[config.mk]
export PLATFORM = sky130hd
export DESIGN_NAME = la_pipe_adder_flat
export DESIGN_NICKNAME = d
export VERILOG_FILES = /design/src/rtl/la_pipe_adder_pkg.sv /design/src/rtl/la_pipe_adder_if.sv /design/src/rtl/la_group_gp.sv /design/src/rtl/la_pipe_adder.sv /design/src/flat_wrapper.sv
export SDC_FILE = /design/constraint.sdc
export NUM_CORES = 1
export LEC_CHECK = 0
export ABC_CLOCK_PERIOD_IN_PS = 3500
export BUFFER_PORTS_ARGS = -buffer_cell sky130_fd_sc_hd__buf_2
export CORE_MARGIN = 2
export CORE_UTILIZATION = 40
export DETAILED_ROUTE_END_ITERATION = 8
export GPL_ROUTABILITY_DRIVEN = 1
export GPL_TIMING_DRIVEN = 0
export PLACE_DENSITY = 0.64
export SYNTH_ARGS = -nofsm -noshare
export SYNTH_HDL_FRONTEND = slang
export SYNTH_SLANG_ARGS = --single-unit
[constraint.sdc]
create_clock -name clock -period 3.5 [get_ports clock]
set_input_delay 0.35 -clock clock [delete_from_list [all_inputs] [get_ports clock]]
set_output_delay 0.35 -clock clock [all_outputs]
set_load 0.02 [all_outputs]
[src/rtl/la_pipe_adder_pkg.sv]
// Shared constants for the lookahead adder and the ALU datapath:
// operation encoding and lookahead group geometry.
package la_pipe_adder_pkg;

    localparam int unsigned GROUP_BITS = 4;
    localparam int unsigned BLOCK_BITS = 16;

    typedef enum logic {
        OP_ADD = 1'b0,
        OP_SUB = 1'b1
    } op_e;

endpackage

[src/rtl/la_pipe_adder_if.sv]
// Operand/result handshake bundle for la_pipe_adder.
// slave is the adder's view; master is the producer/consumer side.
interface la_pipe_adder_if #(
    parameter int unsigned WIDTH = 32
);
    logic             in_valid;
    logic             in_ready;
    logic [WIDTH-1:0] in_a;
    logic [WIDTH-1:0] in_b;
    logic             in_sub;
    logic             in_cin;
    logic             out_valid;
    logic             out_ready;
    logic [WIDTH-1:0] out_sum;
    logic             out_cout;
    logic             out_ovf;
    logic             out_zero;

    modport master (
        output in_valid, in_a, in_b, in_sub, in_cin, out_ready,
        input  in_ready, out_valid, out_sum, out_cout, out_ovf, out_zero
    );

    modport slave (
        input  in_valid, in_a, in_b, in_sub, in_cin, out_ready,
        output in_ready, out_valid, out_sum, out_cout, out_ovf, out_zero
    );
endinterface

[src/rtl/la_group_gp.sv]
// Four-wide lookahead cell: group generate/propagate plus the three
// internal carries. Used for both the bit level and the group level.
module la_group_gp
    import la_pipe_adder_pkg::*;
(
    input  logic [GROUP_BITS-1:0] g,
    input  logic [GROUP_BITS-1:0] p,
    input  logic                  cin,
    output logic                  grp_g,
    output logic                  grp_p,
    output logic [GROUP_BITS-2:0] carry
);
    assign carry[0] = g[0] | (p[0] & cin);
    assign carry[1] = g[1] | (p[1] & g[0]) | (p[1] & p[0] & cin);
    assign carry[2] = g[2] | (p[2] & g[1]) | (p[2] & p[1] & g[0])
                    | (p[2] & p[1] & p[0] & cin);

    assign grp_g = g[3] | (p[3] & g[2]) | (p[3] & p[2] & g[1])
                 | (p[3] & p[2] & p[1] & g[0]);
    assign grp_p = &p;
endmodule

[src/rtl/la_pipe_adder.sv]
// Two-stage pipelined carry-lookahead adder/subtractor with valid/ready
// on both sides; stage 1 registers generate/propagate, stage 2 resolves carries.
module la_pipe_adder
    import la_pipe_adder_pkg::*;
#(
    parameter int unsigned WIDTH = 32,
    parameter int unsigned GROUP = GROUP_BITS
) (
    input  logic clock,
    input  logic reset_n,
    la_pipe_adder_if.slave bus
);
    localparam int unsigned NG = WIDTH / GROUP_BITS;
    localparam int unsigned NB = WIDTH / BLOCK_BITS;

    if (GROUP != GROUP_BITS || WIDTH == 0 || (WIDTH % BLOCK_BITS) != 0) begin : g_param_check
        $error("la_pipe_adder: WIDTH must be a nonzero multiple of 16 and GROUP must be 4");
    end

    logic s1_adv, s2_adv;
    logic s1_valid, s2_valid;

    // Stage 1: operand conditioning and per-group generate/propagate
    logic [WIDTH-1:0]           b_eff, bit_g, bit_p;
    logic                       c0;
    logic [NG-1:0]              grp_g, grp_p;
    logic [NG-1:0][2:0]         unused_s1_c;

    assign b_eff = (op_e'(bus.in_sub) == OP_SUB) ? ~bus.in_b : bus.in_b;
    assign c0    = (op_e'(bus.in_sub) == OP_SUB) ? 1'b1 : bus.in_cin;
    assign bit_g = bus.in_a & b_eff;
    assign bit_p = bus.in_a ^ b_eff;

    for (genvar j = 0; j < NG; j++) begin : g_s1_grp
        la_group_gp u_gp (
            .g     (bit_g[GROUP_BITS*j +: GROUP_BITS]),
            .p     (bit_p[GROUP_BITS*j +: GROUP_BITS]),
            .cin   (1'b0),
            .grp_g (grp_g[j]),
            .grp_p (grp_p[j]),
            .carry (unused_s1_c[j])
        );
    end

    logic [WIDTH-1:0] s1_g, s1_p;
    logic [NG-1:0]    s1_gg, s1_gp;
    logic             s1_c0, s1_a_msb, s1_b_msb;

    // Stage 2: block-level lookahead, block ripple, then intra-group carries
    logic [NB:0]      blk_c;
    logic [NB-1:0]    blk_g, blk_p;
    logic [NG-1:0]    grp_c;
    logic [WIDTH-1:0] bit_c, sum_next;
    logic [NG-1:0]    unused_s2_g, unused_s2_p;
    logic             cout_next, ovf_next;

    assign blk_c[0] = s1_c0;

    for (genvar k = 0; k < NB; k++) begin : g_s2_blk
        la_group_gp u_gp (
            .g     (s1_gg[4*k +: 4]),
            .p     (s1_gp[4*k +: 4]),
            .cin   (blk_c[k]),
            .grp_g (blk_g[k]),
            .grp_p (blk_p[k]),
            .carry (grp_c[4*k+1 +: 3])
        );
        assign grp_c[4*k]  = blk_c[k];
        assign blk_c[k+1]  = blk_g[k] | (blk_p[k] & blk_c[k]);
    end

    for (genvar j = 0; j < NG; j++) begin : g_s2_grp
        la_group_gp u_gp (
            .g     (s1_g[GROUP_BITS*j +: GROUP_BITS]),
            .p     (s1_p[GROUP_BITS*j +: GROUP_BITS]),
            .cin   (grp_c[j]),
            .grp_g (unused_s2_g[j]),
            .grp_p (unused_s2_p[j]),
            .carry (bit_c[GROUP_BITS*j+1 +: GROUP_BITS-1])
        );
        assign bit_c[GROUP_BITS*j] = grp_c[j];
    end

    assign sum_next  = s1_p ^ bit_c;
    assign cout_next = blk_c[NB];
    // Same as carry-in(MSB) ^ carry-out(MSB): operands agree in sign, sum does not.
    assign ovf_next  = ~(s1_a_msb ^ s1_b_msb) & (s1_a_msb ^ sum_next[WIDTH-1]);

    logic [WIDTH-1:0] sum_q;
    logic             cout_q, ovf_q, zero_q;

    assign s2_adv       = !s2_valid || bus.out_ready;
    assign s1_adv       = !s1_valid || s2_adv;
    assign bus.in_ready = s1_adv;

    always_ff @(posedge clock or negedge reset_n) begin
        if (!reset_n) begin
            s1_valid <= 1'b0;
            s1_g     <= '0;
            s1_p     <= '0;
            s1_gg    <= '0;
            s1_gp    <= '0;
            s1_c0    <= 1'b0;
            s1_a_msb <= 1'b0;
            s1_b_msb <= 1'b0;
        end else if (s1_adv) begin
            s1_valid <= bus.in_valid;
            if (bus.in_valid) begin
                s1_g     <= bit_g;
                s1_p     <= bit_p;
                s1_gg    <= grp_g;
                s1_gp    <= grp_p;
                s1_c0    <= c0;
                s1_a_msb <= bus.in_a[WIDTH-1];
                s1_b_msb <= b_eff[WIDTH-1];
            end
        end
    end

    always_ff @(posedge clock or negedge reset_n) begin
        if (!reset_n) begin
            s2_valid <= 1'b0;
            sum_q    <= '0;
            cout_q   <= 1'b0;
            ovf_q    <= 1'b0;
            zero_q   <= 1'b0;
        end else if (s2_adv) begin
            s2_valid <= s1_valid;
            if (s1_valid) begin
                sum_q  <= sum_next;
                cout_q <= cout_next;
                ovf_q  <= ovf_next;
                zero_q <= ~|sum_next;
            end
        end
    end

    assign bus.out_valid = s2_valid;
    assign bus.out_sum   = sum_q;
    assign bus.out_cout  = cout_q;
    assign bus.out_ovf   = ovf_q;
    assign bus.out_zero  = zero_q;
endmodule

[src/flat_wrapper.sv]
// flat-port wrapper written by rule: the top's interface ports become plain ports
module la_pipe_adder_flat import la_pipe_adder_pkg::*;
#(
    parameter int unsigned WIDTH = 32,
    parameter int unsigned GROUP = GROUP_BITS
)
  (clock, reset_n, bus_in_valid, bus_in_a, bus_in_b, bus_in_sub, bus_in_cin, bus_out_ready, bus_in_ready, bus_out_valid, bus_out_sum, bus_out_cout, bus_out_ovf, bus_out_zero);
  la_pipe_adder_if #(.WIDTH(WIDTH)) bus_i ();
  input  logic clock;
  input  logic reset_n;
  input wire logic [$bits(bus_i.in_valid)-1:0] bus_in_valid;
  input wire logic [$bits(bus_i.in_a)-1:0] bus_in_a;
  input wire logic [$bits(bus_i.in_b)-1:0] bus_in_b;
  input wire logic [$bits(bus_i.in_sub)-1:0] bus_in_sub;
  input wire logic [$bits(bus_i.in_cin)-1:0] bus_in_cin;
  input wire logic [$bits(bus_i.out_ready)-1:0] bus_out_ready;
  output wire logic [$bits(bus_i.in_ready)-1:0] bus_in_ready;
  output wire logic [$bits(bus_i.out_valid)-1:0] bus_out_valid;
  output wire logic [$bits(bus_i.out_sum)-1:0] bus_out_sum;
  output wire logic [$bits(bus_i.out_cout)-1:0] bus_out_cout;
  output wire logic [$bits(bus_i.out_ovf)-1:0] bus_out_ovf;
  output wire logic [$bits(bus_i.out_zero)-1:0] bus_out_zero;
  assign bus_i.in_valid = bus_in_valid;
  assign bus_i.in_a = bus_in_a;
  assign bus_i.in_b = bus_in_b;
  assign bus_i.in_sub = bus_in_sub;
  assign bus_i.in_cin = bus_in_cin;
  assign bus_i.out_ready = bus_out_ready;
  assign bus_in_ready = bus_i.in_ready;
  assign bus_out_valid = bus_i.out_valid;
  assign bus_out_sum = bus_i.out_sum;
  assign bus_out_cout = bus_i.out_cout;
  assign bus_out_ovf = bus_i.out_ovf;
  assign bus_out_zero = bus_i.out_zero;
  la_pipe_adder #(.WIDTH(WIDTH), .GROUP(GROUP)) u_core (.clock(clock), .reset_n(reset_n), .bus(bus_i));
endmodule
==> flow_metrics.py <==
metrics = {
    "outcome": {
        "run_status": "finished clean",
    },
    "routing": {
        "drt-vias-per-instance": 5.28,
        "vias": 4379,
        "detailroute.wirelength.met3_microns": 952,
        "detail_route.first_pass.iterations": 4,
        "residual_antenna_violating_net_count_after_detailed_routing": 0,
        "maxUsedRoutingLayer": "met4",
        "drtIter0Drc": 229,
        "met2_length_mm": 6.75,
        "route.final.wire_length_mm": 14.4,
        "detail_route.drc_violations": 0,
        "routed_wire_length_per_instance_microns": 17.4,
        "met1_length_mm": 6.53,
    },
    "sta": {
        "tns_ns": 0,
        "whs_ns": 0.0385,
        "drv_slew": 0,
        "finalHoldViolCount": 0,
        "final_period_minus_worst_setup_slack_ns": 3.00,
        "layout_setup_ws_ns": 0.504,
        "fmax_ghz": 0.334,
        "timing.slew.headroom_pct": 40.3,
        "finalCritPeriodShare_pct": 85.6,
        "max_slew.worst_pin.slew_ns": 0.896,
        "rsz_0062_raised_after_global_routing": "no",
        "setup_violation_total_in_the_final_timing_report": 0,
        "timing.clock.skew_ns": 0.0120,
    },
    "power_and_ir_drop": {
        "power.sequential.fraction_pct": 41.0,
        "power_report.internal_total_w": 0.00306,
        "power.clock.fraction_pct": 25.1,
        "cellLeakagePower_nw": 3.38,
        "design_power_total_w": 0.00473,
        "net-switching-power_w": 0.00167,
        "cellPowerDensity_nw_per_um2": 666,
        "pwr-share-comb_pct": 33.9,
        "power_switching_share_pct": 35.4,
        "max-vdd-ir-drop_uv": 336,
    },
    "critical_path": {
        "worst_r2r_path_depth": 10,
        "crit_cells": 10,
        "timing_worst_setup_path_type": "reg -> reg",
        "worstPathBufferInverterCount": 0,
        "critical_path.slowest_cell": "or4_1",
        "startpoint_type": "flip-flop",
        "critical_path.max_stage_delay_ns": 0.50,
        "worstSetupEndpointType": "flip-flop",
        "critical_path_required_ns": 3.79,
        "timing.critical_path.max_delay_family": "simple AND/OR/NAND/NOR gates",
        "timing.critical_path.arrival_ns": 3.29,
        "cp_cell_sequence": "a21oi_4, o2111ai_4, a21o_2, ha_1, or4_1, nor2_1, nand4_1, nor4_1, nand4b_1, o21ai_1",
        "critical_path_peak_fanout": 5,
    },
    "clock_tree": {
        "cts-root-buf": "clkbuf_16",
        "h-tree-depth": 3,
        "tritoncts.num_buffers": 9,
        "clock_insertion_delay_worst_skew_ns": 0.36,
        "tritoncts_clock_tree": "yes",
        "max-clock-path-buffers": 2,
        "cts.sink_count": 112,
        "post_cts_hold_buffer_count": 0,
        "post_cts_resized": 0,
        "cts_setup_buffers": 0,
        "clk_pin_slew_worst_paths_ns": 0.08,
    },
    "finish": {
        "finalNetCount": 750,
        "areaGrowthSynthToFinish_pct": 18.9,
        "antenna_diode_instance_count": 0,
        "final_area_sq_um": 7110,
        "fraction_of_final_layout_cells_sized_beyond_drive_strength_1_pct": 33.3,
    },
    "synthesis": {
        "total_standard_cell_area_after_synthesis_sq_um": 5980,
        "async_flop_share_pct": 100,
        "synth_top_flop_cell": "dfrtp_1",
        "synth_enable_flop_cells": 0,
        "netlist.area_leader.share_pct": 46.9,
        "syn-mean-instance-area_sq_um": 11.4,
        "netlist.top_cell.by_area": "dfrtp_1",
        "cell_types_occupying_the_most_area_after_synthesis": "dfrtp_1 (47%), mux2_2 (14%), ha_1 (8.4%)",
        "mapped_nets": 633,
        "synth-seq-area-share_pct": 46.9,
        "netlist-cell-type-count": 45,
        "synth-warning-count": 0,
        "synth.ff_latch_count": 112,
        "post_synth_inst_count": 523,
    },
    "global_route": {
        "wire_length_of_the_first_global_routing_pass_mm": 23.6,
        "vias_in_the_first_global_route": 4535,
        "grt_start_max_net_pins": 61,
        "globalRouteTotalUtil_pct": 18.8,
        "global_route_overflow": 0,
        "number_of_antenna_violations_at_the_first_check_in_global_routing": 0,
    },
    "place": {
        "gp_routability_congestion": 0.839,
        "detailed_place_hpwl_mm": 11.2,
        "io_buffer_count": 105,
        "post_place_setup_slack_ns": 0.501,
        "placed_area_sq_um": 6770,
    },
    "floorplanning": {
        "core.rowCount": 44,
        "fp.coreArea_sq_um": 14600,
        "start_util_pct": 41.0,
        "fp.dieArea_sq_um": 15900,
        "io_pins": 107,
        "die_height_microns": 126,
        "die_width_microns": 126,
    },
    "job": {
        "maxCapViolCount": 0,
    },
    "worst_hold_path": {
        "min-delay-path-class": "in -> async",
    },
}
-- layer usage --
| layer | track usage [%] | up-vias |
|---|---|---|
| li1 | - | 2115 |
| met1 | 25.7 | 2128 |
| met2 | 30.6 | 120 |
| met3 | 3.48 | 16 |
| met4 | 5.69 | 0 |
| met5 | 0 | - |
-- cell usage after synthesis, drive strengths merged (3+ instances only) --
library cell / n
a211oi: 6
a21o: 24
a21oi: 20
and3: 3
buf: 10
clkbuf: 10
dfrtp: 112
ha: 40
inv: 4
mux2: 76
nand2: 44
nand2b: 3
nand3: 9
nand3b: 3
nand4: 14
nor2: 26
nor3: 8
nor4: 4
o2111ai: 4
o21ai: 34
xnor2: 13
xor2: 39
-- sequential cells by signal, indices dropped and copies added (netlist names) --
name                  flops
u_core.bus.out_sum       32
u_core.s1_p              32
u_core.s1_g              24
u_core.s1_gg              8
u_core.s1_gp              8
u_core.bus.out_cout       1
u_core.bus.out_ovf        1
u_core.bus.out_valid      1
u_core.bus.out_zero       1
u_core.s1_a_msb           1
u_core.s1_b_msb           1
u_core.s1_c0              1
u_core.s1_valid           1
-- layout make-up --
class                      count  area, sq um
timing repair buffer         106          556
clock inverter                 5          104
inverter                       4         15.0
tap                          184          230
fill                        1324         7480
buffer                        20         82.6
sequential                   112         2800
clock buffer                  11          243
multi-input combinational    387         3080
-- path summary, 6_finish.rpt --
kind	startpoint	end	slack, ns
setup / recovery	u_core.s1_c0$_DFFE_PN0P_	u_core.bus.out_zero$_DFFE_PN0P_	0.50
hold / removal	reset_n	u_core.bus.out_valid$_DFFE_PN0P_	0.04
setup reg to reg	u_core.s1_c0$_DFFE_PN0P_	u_core.bus.out_zero$_DFFE_PN0P_	0.50
hold reg to reg	u_core.s1_gp[5]$_DFFE_PN0P_	u_core.s1_gp[5]$_DFFE_PN0P_	0.48
max in group asynchronous	reset_n	u_core.s1_g[10]$_DFFE_PN0P_	2.74
min in group clock	bus_in_valid	u_core.s1_valid$_DFFE_PN0N_	0.20
-- cell families (layout without fill, tap and decap cells) --
kind of cell | Yosys count | in the layout | synth area share, %
buffers and inverters | 24 | 146 | 1.63
muxes | 78 | 78 | 14.6
DFF | 112 | 112 | 46.9
and+or+nand+nor | 118 | 118 | 9.40
xor gates and xnor gates | 52 | 52 | 7.62
adders and majority gates | 40 | 40 | 8.37
AOI/OAI and AO/OA | 99 | 99 | 11.5
-- per-stage QoR --
stage,utilization (%),cells
4_1_cts,48.7,829
3_3_place_gp,46.2,812
2_1_floorplan,-,523
5_1_grt,48.7,829
3_5_place_dp,46.4,813
6_report,48.7,829
-- placed cells by master, fill, tap and decap left out, types with 14 or more instances in the layout --
| master | n |
|---|---|
| a21o_1 | 22 |
| o21ai_0 | 32 |
| mux2_2 | 76 |
| dfrtp_1 | 112 |
| nand4_1 | 14 |
| nor2_1 | 26 |
| nand2_1 | 43 |
| a21oi_1 | 19 |
| xor2_1 | 39 |
| buf_2 | 110 |
| ha_1 | 40 |
-- power groups by stage --
stage | registers (W) | clock network, W | logic (W)
after floorplan | 0.00211 | 0 | 0.000857
after global placement | 0.00195 | 0 | 0.00158
after detailed placement | 0.00196 | 0 | 0.00162
after CTS | 0.00193 | 0.00121 | 0.00162
after global routing | 0.00199 | 0.00126 | 0.00176
final | 0.00194 | 0.00119 | 0.00160
(Power assumes the default switching activity.)
